$ cat src/rtl/dlx_mem_bus_ctrl.sv
// Bus controller between the DLX MMU and an SRAM-style external bus.
// It holds one access at a time. The address strobe stays up until the memory acks
// or the wait counter runs out. The core is stalled with busy, and completion is
// signalled with a single-cycle done pulse. On a timeout, bus_err is pulsed with done.
module dlx_mem_bus_ctrl #(
  parameter int TIMEOUT = 255,
  parameter int ADDR_W  = 24
) (
  input  logic              clk,
  input  logic              reset,
  input  logic              req,
  input  logic              we,
  input  logic [31:0]       phys_addr,
  input  logic [31:0]       wdata,
  output logic              busy,
  output logic              done,
  output logic [31:0]       rdata,
  output logic              bus_err,
  output logic              mem_as,
  output logic              mem_wr,
  output logic [ADDR_W-1:0] mem_addr,
  output logic [31:0]       mem_dout,
  input  logic [31:0]       mem_din,
  input  logic              mem_ack
);

  typedef enum logic [1:0] {IDLE, WAIT, DONE} state_t;

  state_t      state_reg;
  logic [7:0]  cnt_reg;
  logic [7:0]  cnt_next;
  logic [8:0]  cnt_inc;
  logic        timeout_hit;

  // The MMU drives a full 32-bit word, but only the low ADDR_W bits reach the bus.
  logic unused_addr_bits;
  assign unused_addr_bits = ^phys_addr[31:ADDR_W];

  // The wait counter saturates at 8'hFF, and the timeout test uses the pre-saturated
  // increment. This lets "reaches TIMEOUT" fire on the edge that ends WAIT cycle TIMEOUT.
  assign cnt_inc     = {1'b0, cnt_reg} + 9'd1;
  assign cnt_next    = (cnt_reg == 8'hFF) ? cnt_reg : cnt_inc[7:0];
  assign timeout_hit = (cnt_inc >= 9'(TIMEOUT));

  // Access sequencer: every output is a register updated only here.
  always_ff @(posedge clk or posedge reset) begin
    if (reset) begin
      state_reg <= IDLE;
      cnt_reg   <= 8'd0;
      busy      <= 1'b0;
      done      <= 1'b0;
      bus_err   <= 1'b0;
      rdata     <= 32'd0;
      mem_as    <= 1'b0;
      mem_wr    <= 1'b0;
      mem_addr  <= '0;
      mem_dout  <= 32'd0;
    end else begin
      // done and bus_err are pulses: they are high only in the cycle spent in DONE.
      done    <= 1'b0;
      bus_err <= 1'b0;
      case (state_reg)
        IDLE: begin
          if (req) begin
            mem_addr  <= phys_addr[ADDR_W-1:0];
            mem_wr    <= we;
            mem_dout  <= wdata;
            mem_as    <= 1'b1;
            busy      <= 1'b1;
            cnt_reg   <= 8'd0;
            state_reg <= WAIT;
          end
        end
        WAIT: begin
          if (mem_ack) begin
            // An ack on the same edge as a timeout wins, so this branch comes first.
            if (!mem_wr) begin
              rdata <= mem_din;
            end
            mem_as    <= 1'b0;
            busy      <= 1'b0;
            done      <= 1'b1;
            state_reg <= DONE;
          end else if (timeout_hit) begin
            cnt_reg   <= cnt_next;
            mem_as    <= 1'b0;
            busy      <= 1'b0;
            done      <= 1'b1;
            bus_err   <= 1'b1;
            state_reg <= DONE;
          end else begin
            cnt_reg <= cnt_next;
          end
        end
        DONE: begin
          // A request seen here is dropped on purpose. The core must re-present it in IDLE.
          state_reg <= IDLE;
        end
        default: begin
          state_reg <= IDLE;
        end
      endcase
    end
  end

endmodule

$ cat config.mk
export PLATFORM = sky130hd
export DESIGN_NAME = dlx_mem_bus_ctrl
export DESIGN_NICKNAME = d
export VERILOG_FILES = /design/src/rtl/dlx_mem_bus_ctrl.sv
export SDC_FILE = /design/constraint.sdc
export NUM_CORES = 1
export LEC_CHECK = 0
export BUFFER_PORTS_ARGS = -buffer_cell sky130_fd_sc_hd__buf_2
export CAP_MARGIN = 20
export CORE_MARGIN = 10
export CORE_UTILIZATION = 46
export DETAILED_ROUTE_END_ITERATION = 7
export GPL_TIMING_DRIVEN = 0
export PLACE_DENSITY = 0.8
export SKIP_CTS_REPAIR_TIMING = 1
export SYNTH_ARGS = -nofsm -noshare
export SYNTH_HDL_FRONTEND = slang
export SYNTH_SLANG_ARGS = --single-unit
export TNS_END_PERCENT = 20
$ cat constraint.sdc
create_clock -name clk -period 3.95 [get_ports clk]
set_input_delay 0.395 -clock clk [delete_from_list [all_inputs] [get_ports clk]]
set_output_delay 0.395 -clock clk [all_outputs]
set_load 0.02 [all_outputs]
; ---- Word-level counts from Yosys, hierarchy flattened
; Index checks and enable logic that the tools add are counted.
[word_totals]
register_bits = 102
output_inout_bits = 93
elab_cells = 42
[op_classes]
addsub = 1
n_lt_le_gt_ge = 1
eq_ne = 6
mux = 17
bitwise = 1
reduce_logical = 7
[op_table]
columns = operator, count
row1 = 8-bit 2-to-1 mux, 3
row2 = 8-bit case mux with 2 select lines, 1
row3 = "8-bit by 1-bit adder with 9-bit output, second input constant", 1
row4 = "9-bit by 8-bit >= comparator with 1-bit output, second input constant", 1
row5 = "8-bit equality test, second input constant", 1
row6 = 1-bit 2-to-1 mux, 8
row7 = 2-bit 2-to-1 mux, 3
row8 = "2-bit != test, second input constant", 3
row9 = 3-bit AND reduction, 2
row10 = 2-bit case mux with 2 select lines, 1
row11 = 2-bit AND reduction, 2
row12 = 4-bit AND reduction, 1
row13 = "3-bit != test, second input constant", 1
row14 = "2-bit by 1-bit equality test with 1-bit output, second input constant", 1
row15 = 2-bit zero test, 1
row16 = 1-bit case mux with 2 select lines, 1
row17 = 2-bit nonzero test, 1
row18 = 1-bit inverter, 1

; ---- Logic depth before layout (Yosys ltp)
[logic_depth]
depth_word = 5
mapped_depth = 6

; ---- Worst setup path after synthesis
; OpenSTA, ideal clock, no wires.
[synth_timing]
kind = flip-flop to flip-flop
start = reg cnt_reg[2]
end = reg state_reg[0]
setup_time_ps = 120
arrival_time_ps = 1444
required_ps = 3830
path_slack_ps = 2387
stages_incl_launch_ff = 6
n_path_buf = 1
synth_period_minus_slack_ps = 1563
path_cell_list = dfrtp_1 and3_1 buf_6 xnor2_1 or3_4 a31o_1
[synth_between]
elab_chain_len = 4
[synth_rtl]
columns = item, line
row1 = "start, declared", 30  ; logic [7:0] cnt_reg;
row2 = "start signal, assigned", 85  ; cnt_reg <= cnt_next;
row3 = "start signal, assigned", 92  ; cnt_reg <= cnt_next;
row4 = 8-bit by 1-bit adder with 9-bit output, 41  ; assign cnt_inc = {1'b0, cnt_reg} + 9'd1;
row5 = 9-bit by 8-bit >= comparator with 1-bit output, 43  ; assign timeout_hit = (cnt_inc >= 9'(TIMEOUT));
row6 = 3-bit != test (no source line), n/a
row7 = 2-bit AND reduction (no source line), n/a
row8 = "end signal, assigned", 48  ; state_reg <= IDLE;
row9 = "end signal, assigned", 71  ; state_reg <= WAIT;
row10 = "end signal, assigned", 83  ; state_reg <= DONE;
row11 = "end, declared", 29  ; state_t state_reg;
; No other way between the ends.
; A chain may end at the register's enable or synchronous reset.

; ---- Worst setup path in the final report
[layout_timing]
start = reg state_reg[0]
end = reg mem_dout[13]
[layout_between]
elab_chain_len = 2
[layout_rtl]
columns = item, line
row1 = 2-bit zero test, 62  ; case (state_reg)
row2 = 2-bit AND reduction (no source line), n/a
row3 = "end signal, assigned", 67  ; mem_dout <= wdata;
row4 = "end, declared", 22  ; output logic [31:0] mem_dout,
; No other way between the ends.

==> flow_summary.toml <==
[sta]
period_needed_ns = 1.88
timing.final.setup_violations = 0
slew_viol_final = 0
setup_slack_ns = 2.07
relative_max_transition_margin_pct = 60.8
setup_repair_after_global_routing_missed_its_margin = "no"
finalHoldViolCount = 0
worstMarginPinSlew_ns = 0.589
timing.clock.skew_ns = 0.0106
timing.fmax_mhz = 532
post-route-period-util_pct = 47.6

[worst_setup_path]
timing.critical_path.slowest_stage_cell = "sky130_fd_sc_hd__clkbuf_1"
timing.critical_path.cells = "nor3b_1 > clkbuf_1 > buf_2 > mux2_1"
worst_setup_path_start_kind = "flip-flop"
worst-endpoint-arrival_ns = 2.10
maximum_single_stage_delay_on_the_critical_path_ns = 0.43
crit_family = "buffers and inverters"
r2r_slack_ns = 2.07
worst_ep_required_time_ns = 4.18
critPathCaptureType = "flip-flop"
path_class = "flip-flop to flip-flop"
critical_path.n_buffers_inverters = 2
timing.critical_path.fanout_max = 10

[detailed_routing]
detailedRoute.firstIterationViolations = 111
postRouteWirelength_um = 10200
wl_per_cell_um = 17.6
post-route-drc-count = 0
detailedRoute.firstPassIterationCount = 4
antenna_left = 0
routed-via-count = 2897
post_drt_via_cell_ratio = 5.01

[synthesis]
post_synth_instance_area_um2 = 4030
synthesis.nets = 371
avgSynthCellArea_um2 = 15.0
synthesis.yosys.warnings = 0
synth_seq_cells = 102
seq_area_frac_synth_pct = 63.4
number_of_library_cell_types_mapped_by_synthesis = 36
synthesis.instances = 268

[pwr]
irDropWorstVdd_mv = 0.363
static_leakage_power_nw = 2.61
power_w = 0.00405
powerDensity_nw_per_um2 = 762

[global_routing]
groute.usage.overall_pct = 15.2
number_of_antenna_violations_at_the_first_check_in_global_routing = 0
sum_of_overflow_across_all_layers_after_global_routing = 0
largest_net_degree_at_the_start_of_global_routing = 67
first_global_vias = 3094
grt_first_pass_wirelength_um = 15800

[finish]
layout.cell_area.non_filler_um2 = 5310
antenna-diode-count = 0
area_delta_synth_final_pct = 32.0
num-fill-cells = 730
final_layout_size_suffix_gt1_share_pct = 47.2
biggestRegsByFlops = "mem_dout x32, rdata x32, mem_addr x24"
finish.cell_count_without_fillers = 578
number_of_nets_at_the_end_of_the_flow = 568

[job]
drv.max_cap_violation_count = 0

[clock_network]
cts_tree = "built"
root_buffer = "sky130_fd_sc_hd__clkbuf_8"
cts_buffers = 9
ctsHtreeMaxLevel = 3
cts_max_path_buffers = 2
cts_sink_cnt = 102
worst_skew_pair.late_latency_ns = 0.35
worst_setup_hold_path_clk_slew_ns = 0.10

[die]
initial_core_util_pct = 46.6
design.portCount = 194
die_width_um = 114
floorplan.die_area_um2 = 12900
die_height_um = 114
core_region_um2 = 8640
placement_rows = 34

[placed_design]
placed_cells = 562
place.gp.congestion = 0.792
placement.io_buffers = 185
place_area_um2 = 5120
post-place-ws_ns = 2.00
post-dp-hpwl_um = 8200

[hold_path]
hold_path_class = "input pin to asynchronous set/reset pin"

[run_status]
outcome = "complete, no violations"
path summary, 6_finish.rpt:
kind,start,endpoint,depth (start not counted)
max,state_reg[0],mem_dout[13],4
min,reset,mem_addr[20],2
max reg2reg,state_reg[0],mem_dout[13],4
min reg2reg,mem_dout[26],mem_dout[26],1
max in group asynchronous,reset,rdata[19],3
min in group clk,phys_addr[21],mem_addr[21],2
power by group:
part | leakage [nW] | internal [W] | total, W | switching (W)
logic | 1.30 | 0.000641 | 0.00168 | 0.00104
clock network | 0.0997 | 0.000311 | 0.000655 | 0.000344
registers | 1.22 | 0.00149 | 0.00171 | 0.000221
total | 2.61 | 0.00244 | 0.00405 | 0.00161
worst register-to-register path, stage by stage (launching register included):
cell and delay (ns):
sky130_fd_sc_hd__dfrtp_1 0.40, sky130_fd_sc_hd__nor3b_1 0.20, sky130_fd_sc_hd__clkbuf_1 0.43, sky130_fd_sc_hd__buf_2 0.36
sky130_fd_sc_hd__mux2_1 0.37
synth_stat cells:
master	instances	area [µm²]
sky130_fd_sc_hd__nor3_2	1	10.0
sky130_fd_sc_hd__o21ai_0	2	10.0
sky130_fd_sc_hd__xnor2_1	1	8.76
sky130_fd_sc_hd__mux2_2	3	33.8
sky130_fd_sc_hd__nand2_1	3	11.3
sky130_fd_sc_hd__nor3_1	1	5.00
sky130_fd_sc_hd__buf_6	1	11.3
sky130_fd_sc_hd__o32ai_2	1	16.3
sky130_fd_sc_hd__and3_1	1	6.26
sky130_fd_sc_hd__and4_1	1	8.76
sky130_fd_sc_hd__nand3_1	5	25.0
sky130_fd_sc_hd__a21oi_1	7	35.0
sky130_fd_sc_hd__nor3b_2	1	12.5
sky130_fd_sc_hd__nor2_1	6	22.5
sky130_fd_sc_hd__buf_4	1	7.51
sky130_fd_sc_hd__clkbuf_1	2	7.51
sky130_fd_sc_hd__nand2b_1	2	12.5
sky130_fd_sc_hd__nand4_1	2	12.5
sky130_fd_sc_hd__ha_1	2	25.0
sky130_fd_sc_hd__dfrtp_1	102	2550
sky130_fd_sc_hd__o32ai_1	1	8.76
sky130_fd_sc_hd__o21a_1	1	7.51
sky130_fd_sc_hd__or2_2	1	6.26
sky130_fd_sc_hd__buf_2	10	50.1
sky130_fd_sc_hd__o21ai_1	7	35.0
sky130_fd_sc_hd__a31oi_1	1	6.26
sky130_fd_sc_hd__a31o_1	1	8.76
sky130_fd_sc_hd__o311ai_1	1	8.76
sky130_fd_sc_hd__nor2b_1	1	6.26
sky130_fd_sc_hd__inv_1	5	18.8
sky130_fd_sc_hd__or3_4	1	11.3
sky130_fd_sc_hd__nor3b_1	1	7.51
sky130_fd_sc_hd__o2111ai_1	1	8.76
sky130_fd_sc_hd__o31ai_1	4	30.0
sky130_fd_sc_hd__mux2_1	86	968
sky130_fd_sc_hd__xor2_1	1	8.76
final cells by class:
type | instances | area (µm²) | area share [%]
clock buffer | 11 | 141 | 2.66
timing repair buffer | 186 | 953 | 17.9
sequential | 102 | 2550 | 48.0
clock inverter | 5 | 56.3 | 1.06
buffer | 14 | 76.3 | 1.44
multi-input combinational | 147 | 1380 | 25.9
inverter | 5 | 21.3 | 0.400
tap | 108 | 135 | 2.54
per-layer routing:
| layer | global-route usage (%) | vias to the layer above | wire, µm |
|---|---|---|---|
| li1 | - | 1341 | - |
| met1 | 16.4 | 1402 | 3780 |
| met2 | 26.1 | 143 | 5120 |
| met3 | 6.61 | 11 | 1100 |
| met4 | 5.33 | 0 | 148 |
| met5 | 0 | - | 0 |
per-stage QoR:
| step | util, % | TNS, ns | hold slack [ns] |
|---|---|---|---|
| final | 61.5 | 0 | 0.0678 |
| after global routing | 61.5 | 0 | 0.0833 |
| after CTS | 61.5 | 0 | 0.0613 |
| after detailed placement | 59.2 | 0 | 0.459 |
| after global placement | 58.9 | -12.57 | 0.463 |
| after floorplan | - | 0 | 0.463 |
cells in the final DEF, fill, tap and decap left out, drive strengths merged, types with 3 or more instances in the layout:
master,n
a21oi,7
buf,198
clkbuf,13
dfrtp,102
inv,6
mux2,89
nand2,3
nand3,5
nor2,6
o21ai,9
o31ai,4
kinds of logic after synthesis:
logic type      after synthesis  synth area share [%]
compound gates               27                  4.35
xor+xnor                      2                 0.435
fa+ha+maj                     2                 0.622
buf+inv                      19                  2.36
flops                       102                  63.4
mux                          89                  24.9
simple gates                 27                  3.92
Note: power is estimated with default switching activity, not from simulation.
